**src/rtl/sim_run_supervisor.sv**
```systemverilog
`timescale 1ns/1ps
// Simulation run supervisor: sequences harness reset, counts run cycles and folds
// per-channel success/failure/progress into one registered terminal verdict.
// States: HOLD harness reset | RUN monitor | DRAIN settle after all-success | PASS/FAIL terminal
module sim_run_supervisor #(
    parameter int NUM_CH       = 2,
    parameter int CNT_W        = 64,
    parameter int RESET_CYCLES = 16,
    parameter int DRAIN_CYCLES = 8,
    parameter int STALL_CYCLES = 0,
    localparam int CH_W        = (NUM_CH > 1) ? $clog2(NUM_CH) : 1
) (
    input  logic              clk,
    input  logic              reset,
    input  logic [CNT_W-1:0]  max_cycles,
    input  logic [NUM_CH-1:0] io_success,
    input  logic [NUM_CH-1:0] io_failure,
    input  logic [NUM_CH-1:0] io_progress,
    output logic              dut_reset,
    output logic              running,
    output logic              done,
    output logic              passed,
    output logic [1:0]        fail_code,
    output logic [CH_W-1:0]   fail_chan,
    output logic [NUM_CH-1:0] success_mask,
    output logic [CNT_W-1:0]  cycle_count
);

    localparam int HOLD_W  = (RESET_CYCLES > 1) ? $clog2(RESET_CYCLES) : 1;
    localparam int STALL_W = (STALL_CYCLES > 1) ? $clog2(STALL_CYCLES) : 1;
    localparam int DRAIN_W = (DRAIN_CYCLES > 1) ? $clog2(DRAIN_CYCLES) : 1;

    typedef enum logic [2:0] {
        ST_HOLD  = 3'd0,
        ST_RUN   = 3'd1,
        ST_DRAIN = 3'd2,
        ST_PASS  = 3'd3,
        ST_FAIL  = 3'd4
    } state_t;

    state_t              state_q, state_d;
    logic [HOLD_W-1:0]   hold_q, hold_d;
    logic [STALL_W-1:0]  stall_q, stall_d;
    logic [DRAIN_W-1:0]  drain_q, drain_d;
    logic [CNT_W-1:0]    cycle_q, cycle_d;
    logic [NUM_CH-1:0]   mask_q, mask_d;
    logic [1:0]          code_q, code_d;
    logic [CH_W-1:0]     chan_q, chan_d;
    logic                dut_reset_q, running_q, done_q, passed_q;

    logic [CH_W-1:0]     low_fail;
    logic [CNT_W-1:0]    cycle_inc;
    logic                any_fail, any_prog, timeout_hit, stall_hit;

    always_comb begin
        low_fail = '0;
        for (int i = NUM_CH - 1; i >= 0; i--) begin
            if (io_failure[i]) low_fail = CH_W'(i);
        end
    end

    assign any_fail    = |io_failure;
    assign any_prog    = |io_progress;
    assign cycle_inc   = (&cycle_q) ? cycle_q : cycle_q + CNT_W'(1);
    assign timeout_hit = (max_cycles != '0) && (cycle_q >= max_cycles);
    assign stall_hit   = (STALL_CYCLES != 0) && (stall_q == STALL_W'(STALL_CYCLES - 1)) && !any_prog;

    always_comb begin
        state_d = state_q;
        hold_d  = hold_q;
        stall_d = stall_q;
        drain_d = drain_q;
        cycle_d = cycle_q;
        mask_d  = mask_q;
        code_d  = code_q;
        chan_d  = chan_q;
        case (state_q)
            ST_HOLD: begin
                if (hold_q == HOLD_W'(RESET_CYCLES - 1)) state_d = ST_RUN;
                else                                     hold_d  = hold_q + HOLD_W'(1);
            end
            ST_RUN: begin
                mask_d  = mask_q | io_success;
                cycle_d = cycle_inc;
                stall_d = any_prog ? '0 : stall_q + STALL_W'(1);
                // The deciding cycle is not counted on a fail, so cycle_count names it.
                if (any_fail) begin
                    state_d = ST_FAIL;
                    code_d  = 2'd1;
                    chan_d  = low_fail;
                    cycle_d = cycle_q;
                end else if (timeout_hit) begin
                    state_d = ST_FAIL;
                    code_d  = 2'd2;
                    cycle_d = cycle_q;
                end else if (stall_hit) begin
                    state_d = ST_FAIL;
                    code_d  = 2'd3;
                    cycle_d = cycle_q;
                end else if (&mask_d) begin
                    state_d = (DRAIN_CYCLES == 0) ? ST_PASS : ST_DRAIN;
                end
            end
            ST_DRAIN: begin
                cycle_d = cycle_inc;
                if (any_fail) begin
                    state_d = ST_FAIL;
                    code_d  = 2'd1;
                    chan_d  = low_fail;
                    cycle_d = cycle_q;
                end else if (drain_q == DRAIN_W'(DRAIN_CYCLES - 1)) begin
                    state_d = ST_PASS;
                end else begin
                    drain_d = drain_q + DRAIN_W'(1);
                end
            end
            default: ;
        endcase
    end

    always_ff @(posedge clk) begin
        if (!reset) begin
            state_q     <= ST_HOLD;
            hold_q      <= '0;
            stall_q     <= '0;
            drain_q     <= '0;
            cycle_q     <= '0;
            mask_q      <= '0;
            code_q      <= '0;
            chan_q      <= '0;
            dut_reset_q <= 1'b1;
            running_q   <= 1'b0;
            done_q      <= 1'b0;
            passed_q    <= 1'b0;
        end else begin
            state_q     <= state_d;
            hold_q      <= hold_d;
            stall_q     <= stall_d;
            drain_q     <= drain_d;
            cycle_q     <= cycle_d;
            mask_q      <= mask_d;
            code_q      <= code_d;
            chan_q      <= chan_d;
            dut_reset_q <= (state_d == ST_HOLD);
            running_q   <= (state_d == ST_RUN) || (state_d == ST_DRAIN);
            done_q      <= (state_d == ST_PASS) || (state_d == ST_FAIL);
            passed_q    <= (state_d == ST_PASS);
        end
    end

    assign dut_reset    = dut_reset_q;
    assign running      = running_q;
    assign done         = done_q;
    assign passed       = passed_q;
    assign fail_code    = code_q;
    assign fail_chan    = chan_q;
    assign success_mask = mask_q;
    assign cycle_count  = cycle_q;

endmodule

```
**config.mk**
```make
export PLATFORM = sky130hd
export DESIGN_NAME = sim_run_supervisor
export DESIGN_NICKNAME = d
export VERILOG_FILES = /design/src/rtl/sim_run_supervisor.sv
export SDC_FILE = /design/constraint.sdc
export NUM_CORES = 1
export LEC_CHECK = 0
export ABC_AREA = 0
export BUFFER_PORTS_ARGS = -buffer_cell sky130_fd_sc_hd__buf_4
export CAP_MARGIN = 10
export CELL_PAD_IN_SITES_DETAIL_PLACEMENT = 1
export CELL_PAD_IN_SITES_GLOBAL_PLACEMENT = 2
export CORE_AREA = 2 2 193 100
export CTS_CLUSTER_SIZE = 14
export DETAILED_ROUTE_END_ITERATION = 12
export DIE_AREA = 0 0 195 102
export PLACE_DENSITY = 0.85
export RECOVER_POWER = 50
export SYNTH_ARGS = -nofsm -noshare
export SYNTH_HDL_FRONTEND = slang
export SYNTH_SLANG_ARGS = --single-unit
```
**constraint.sdc**
```tcl
create_clock -name clk -period 7.65 [get_ports clk]
set_clock_uncertainty 0.1 [all_clocks]
set_input_delay 0.765 -clock clk [delete_from_list [all_inputs] [get_ports clk]]
set_output_delay 0.765 -clock clk [all_outputs]
set_load 0.005 [all_outputs]
```
-- Word-level counts from Yosys, hierarchy flattened
Index checks and enable logic that the tools add are counted.
- register bits after elaboration: 83
- bits of input ports: 72
- output and inout bits: 73
- logic and storage cells: 66
- add/subtract/negate cells: 3
- $lt $le $gt $ge: 1
- equality and inequality tests: 13
- mux-type cells: 18
- bitwise operators: 4
- reduce and logical (&&, ||, !) cells: 16
- operators with widths (operator ; number):
    2-to-1 mux 64 bit ; 4
    case mux 64 bit (2 select lines) ; 1
    adder 64 x 1 -> 64 bit (second input constant) ; 1
    >= comparator 64 bit ; 1
    AND reduction 64 bit ; 1
    nonzero test 64 bit ; 1
    2-to-1 mux 3 bit ; 6
    == test 3 x 2 -> 1 bit (second input constant) ; 3
    case mux 3 bit (3 select lines) ; 1
    != test 2 bit (second input constant) ; 4
    == test 3 x 1 -> 1 bit (second input constant) ; 2
    == test 3 bit (second input constant) ; 2
    logical NOT 3 bit ; 2
    2-to-1 mux 2 bit ; 3
    AND reduction 2 bit ; 3
    AND reduction 3 bit ; 2
    adder 4 x 1 -> 4 bit (second input constant) ; 1
    == test 4 bit (second input constant) ; 1
    case mux 2 bit (2 select lines) ; 1
    AND reduction 4 bit ; 1
    OR reduction 2 bit ; 2
    adder 3 x 1 -> 3 bit (second input constant) ; 1
    != test 3 bit (second input constant) ; 1
    NOT 1 bit ; 3
    other kinds (5) ; 7

-- Longest topological paths before layout
- depth in word-level cells: 8
- gate-level depth with buffers: 13
- mapped depth without buffers: 10

-- Worst setup path before layout
No wires, ideal clock.
- path kind: input-to-reg
- start point: input max_cycles[63]
- end point: register cycle_q[47], in the netlist cycle_count[47]
- library setup time: 0.115 ns
- data arrival time: 3.016 ns
- data required time: 7.435 ns
- slack: 4.420 ns
- stages: 13
- path buffers: 3
- path through: inv_1 -> ha_1 -> nand4_1 -> nor4_1 -> nand3_1 -> a21oi_1 -> a21oi_1 -> a221oi_1 -> buf_2 -> buf_4 -> buf_4 -> nor4_1 -> o21a_1
- longest elaborated chain between the ends: 4
- elaborated cells between the ends (all ways): 5
- those cells by class: order compare: 1; eq/ne: 1; reduce/logical: 3
- ends and longest elaborated chain (item ; line ; source):
    from (decl) ; 15 ; input logic [CNT_W-1:0] max_cycles,
    >= comparator 64 bit or nonzero test 64 bit (tied branches) ; 65 ; assign timeout_hit = (max_cycles != '0) && (cycle_q >= max_cycles);
    logical AND 1 bit * ; 65 ;
    != test 2 bit (no source line) * ; n/a ;
    AND reduction 4 bit (no source line) * ; n/a ;
    to (signal assigned) ; 140 ; cycle_q <= cycle_d;
    to (decl) ; 45 ; logic [CNT_W-1:0] cycle_q, cycle_d;
Mark *: on every way between the ends. The rest lies on a longest branch, timed or not.
A chain may end at the register's enable or synchronous reset.

-- Worst setup path after layout
- start point: input max_cycles[63]
- end point: register cycle_q[4], in the netlist cycle_count[4]
The elaborated chain is that of the path after synthesis.

==> metrics.yaml <==
status: "complete, but fails checks"
violations: "capacitance limit, slew limit"
max-slew-margin-rel_pct: -18.7
synthArstFlopShare_pct: 0
die-area_mm2: 0.0199
switching_share_pct: 25.4
hold_path.class: "register to register"
holdPathStages: 2
postCtsHoldBufs: 0
wire_per_inst_um: 18.6
tns_ns: 0
grt_pass1_wl_um: 33300
switchingPower_uw: 239
worst_path_max_delay_cell: "buf_4"
cts_sinks: 83
cts_buffers: 9
die_w_um: 195
p_leak_nw: 3.10
start_util_pct: 32.6
grt.busiest_layer: "met2"
arrival_ns: 4.06
io_pins: 145
crit_top_cell: "buf_4"
wl_um: 20900
dp_slack_ns: 3.40
rows: 35
htree_levels: 3
netlist_instances: 759
synth_nets: 899
fin_crit_sh_pct: 51.2
finalNetCount: 1019
core_area_mm2: 0.0181
firstDrtPassIters: 4
p_per_area_mw_per_mm2: 127
path_delay_family: "buffers and inverters"
crit_chain: "buf_4 -> inv_1 -> ha_1 -> nand4_1 -> nor4_1 -> buf_4 -> nand3_1 -> nor2_1 -> a21oi_1 -> a221oi_4 -> buf_4 -> o311ai_0 -> o41ai_1"
min_period_ns: 3.92
final_cell_count_no_fill: 1124
layout_commonest_cell: "a21oi_1"
antenna_left: 0
slew_viol_final: 35
dr.first_iter.drc_count: 241
cts.clk_slew.worst_paths_ns: 0.07
post_cts_buffers: 0
clockBufferDepth: 2
fin_ws_ns: 3.73
r2r_end: "cycle_count[60]$_SDFFE_PN0P_"
max_stage_delay_ns: 0.84
ys_warn_count: 0
antenna_found_initial: 0
clk_latency_ns: 0.34
syn_to_final_growth_pct: 24.9
hold_end: "hold_q[3]$_SDFFE_PN0P_"
tritoncts: "built"
synth_edf_count: 0
yosysSeqAreaShare_pct: 28.1
crit_fanout: 120
maxCapViolations: 1
grt_setup_unrepaired: "false"
setup_viol_count_final: 0
critPathBufInv: 4
die_h_um: 102
grt_max_degree: 121
post_cts_resize_count: 0
p_clk_share_pct: 45.0
root_buffer: "clkbuf_16"
grtUsageMet1_pct: 29.5
layout-drive-gt1-share_pct: 18.1
reg2reg_depth: 11
r2r_slack_ns: 3.82
critPathRequiredTime_ns: 7.79
met2_usage_pct: 34.6
syn_avg_cell_area_um2: 7.80
crit_path_end_kind: "register"
setup.worst_path.start_class: "primary input"
yosys_most_used_dff: "dfxtp_1"
syn_area_mm2: 0.00592
max_freq_ghz: 0.255
grt_usage_pct: 21.1
vias: 6261
combPwrFrac_pct: 8.8
detailed_place_hpwl_um: 15800
grt_overflow_total: 0
hold_path.startpoint: "hold_q[3]$_SDFFE_PN0P_"
placement.io_buffers: 142
synth_cell_types: 54
ys_ff_latch: 83
ir_drop_mv: 0.103
met3_usage_pct: 3.83
p_int_uw: 701
n_antenna_cell: 0
worstMarginPinSlew_ns: 1.78
r2r-start: "cycle_count[0]$_SDFFE_PN0P_"
first_global_vias: 6201
p_total_uw: 940
viasPerCell: 5.57
dp.cells: 1108
hold_violations: 0
utilization_pct: 40.8
mostFrequentLayoutCells: "a21oi_1 (86), dfxtp_1 (83), buf_4 (77)"
gp_congestion: 0.787
pwr-share-seq_pct: 46.2
drcViolationCount: 0
crit_type: "primary input to register"
[power by group through the flow]
stage               Clock (mW)  Sequential (mW)  Combinational [mW]
detailed placement           0            0.444              0.0833
finish                   0.423            0.434              0.0825
global placement             0            0.444              0.0804
floorplan                    0            0.444              0.0347
CTS                      0.438            0.434              0.0840
global route             0.454            0.434              0.0929
[layer usage]
metal | up-vias | wire length (µm) | share of wire, %
li1 | 3088 | - | -
met5 | - | 0 | 0
met1 | 3049 | 10500 | 50
met3 | 14 | 805 | 3.9
met4 | 0 | 184 | 0.88
met2 | 110 | 9400 | 45
[flip-flops by register name (all words and copies together) (netlist names)]
| register | cells |
|---|---|
| running | 1 |
| dut_reset | 1 |
| passed | 1 |
| done | 1 |
| fail_chan | 1 |
| drain_q | 3 |
| fail_code | 2 |
| hold_q | 4 |
| state_q | 3 |
| cycle_count | 64 |
| success_mask | 2 |
[worst register-to-register path, cell delays in order, from the launching register on]
cell and delay (ns):
dfxtp_1 0.42, inv_1 0.07, ha_1 0.26, nand2b_1 0.15, a2111o_1 0.42, a31oi_1 0.17
o21ai_0 0.21, a21oi_1 0.55, a221oi_4 0.10, buf_4 0.48, or4_1 0.68, a21oi_1 0.15
[cell usage after synthesis (all sizes together), types with 16 or more instances]
library cell  instances  share of area (%)
inv                  70                4.4
nand2                59                3.7
o21ai                38                3.2
ha                   68                 14
nand3                30                2.5
clkbuf               20                1.3
or3                  32                3.4
buf                  16                1.8
or4                  23                2.9
dfxtp                83                 28
a21oi                86                7.3
nor4                 30                3.2
o31ai                19                2.4
nor2                 25                1.6
nand4                51                5.4
[worst max-delay path by stage]
stage                        start                           end  depth (start not counted)
detailed placement  max_cycles[51]   cycle_count[5]$_SDFFE_PN0P_                         12
floorplan           max_cycles[63]  cycle_count[47]$_SDFFE_PN0P_                         13
global placement     max_cycles[0]  cycle_count[24]$_SDFFE_PN0P_                         11
global route        max_cycles[63]  cycle_count[19]$_SDFFE_PN0P_                         13
CTS                 max_cycles[51]  cycle_count[60]$_SDFFE_PN0P_                         12
finish              max_cycles[63]   cycle_count[4]$_SDFFE_PN0P_                         13
[cells by family (layout without fill, tap and decap cells)]
family / count (synthesis) / count (layout) / share of synthesized area, %
fa+ha+maj: 68 / 68 / 14.4
xor+xnor: 2 / 2 / 0.296
mux: 11 / 11 / 1.86
compound gates: 183 / 183 / 18.8
buf+inv: 106 / 231 / 7.51
simple gates: 306 / 306 / 29.1
flops: 83 / 83 / 28.1
[metrics by stage]
stage	instance area, µm²	hold slack [ns]
finish	7390	0.410
global route	7390	0.439
CTS	7420	0.409
detailed placement	7140	0.398
global placement	7140	0.380
floorplan	5920	0.367
[layout make-up]
| cell class | count | area [µm²] |
|---|---|---|
| fill | 2236 | 10700 |
| multi-input combinational | 570 | 3830 |
| sequential | 83 | 1660 |
| timing repair buffer | 145 | 1050 |
| tap | 240 | 300 |
| inverter | 70 | 263 |
| clock buffer | 11 | 243 |
| clock inverter | 5 | 38.8 |
(Power assumes the default switching activity.)
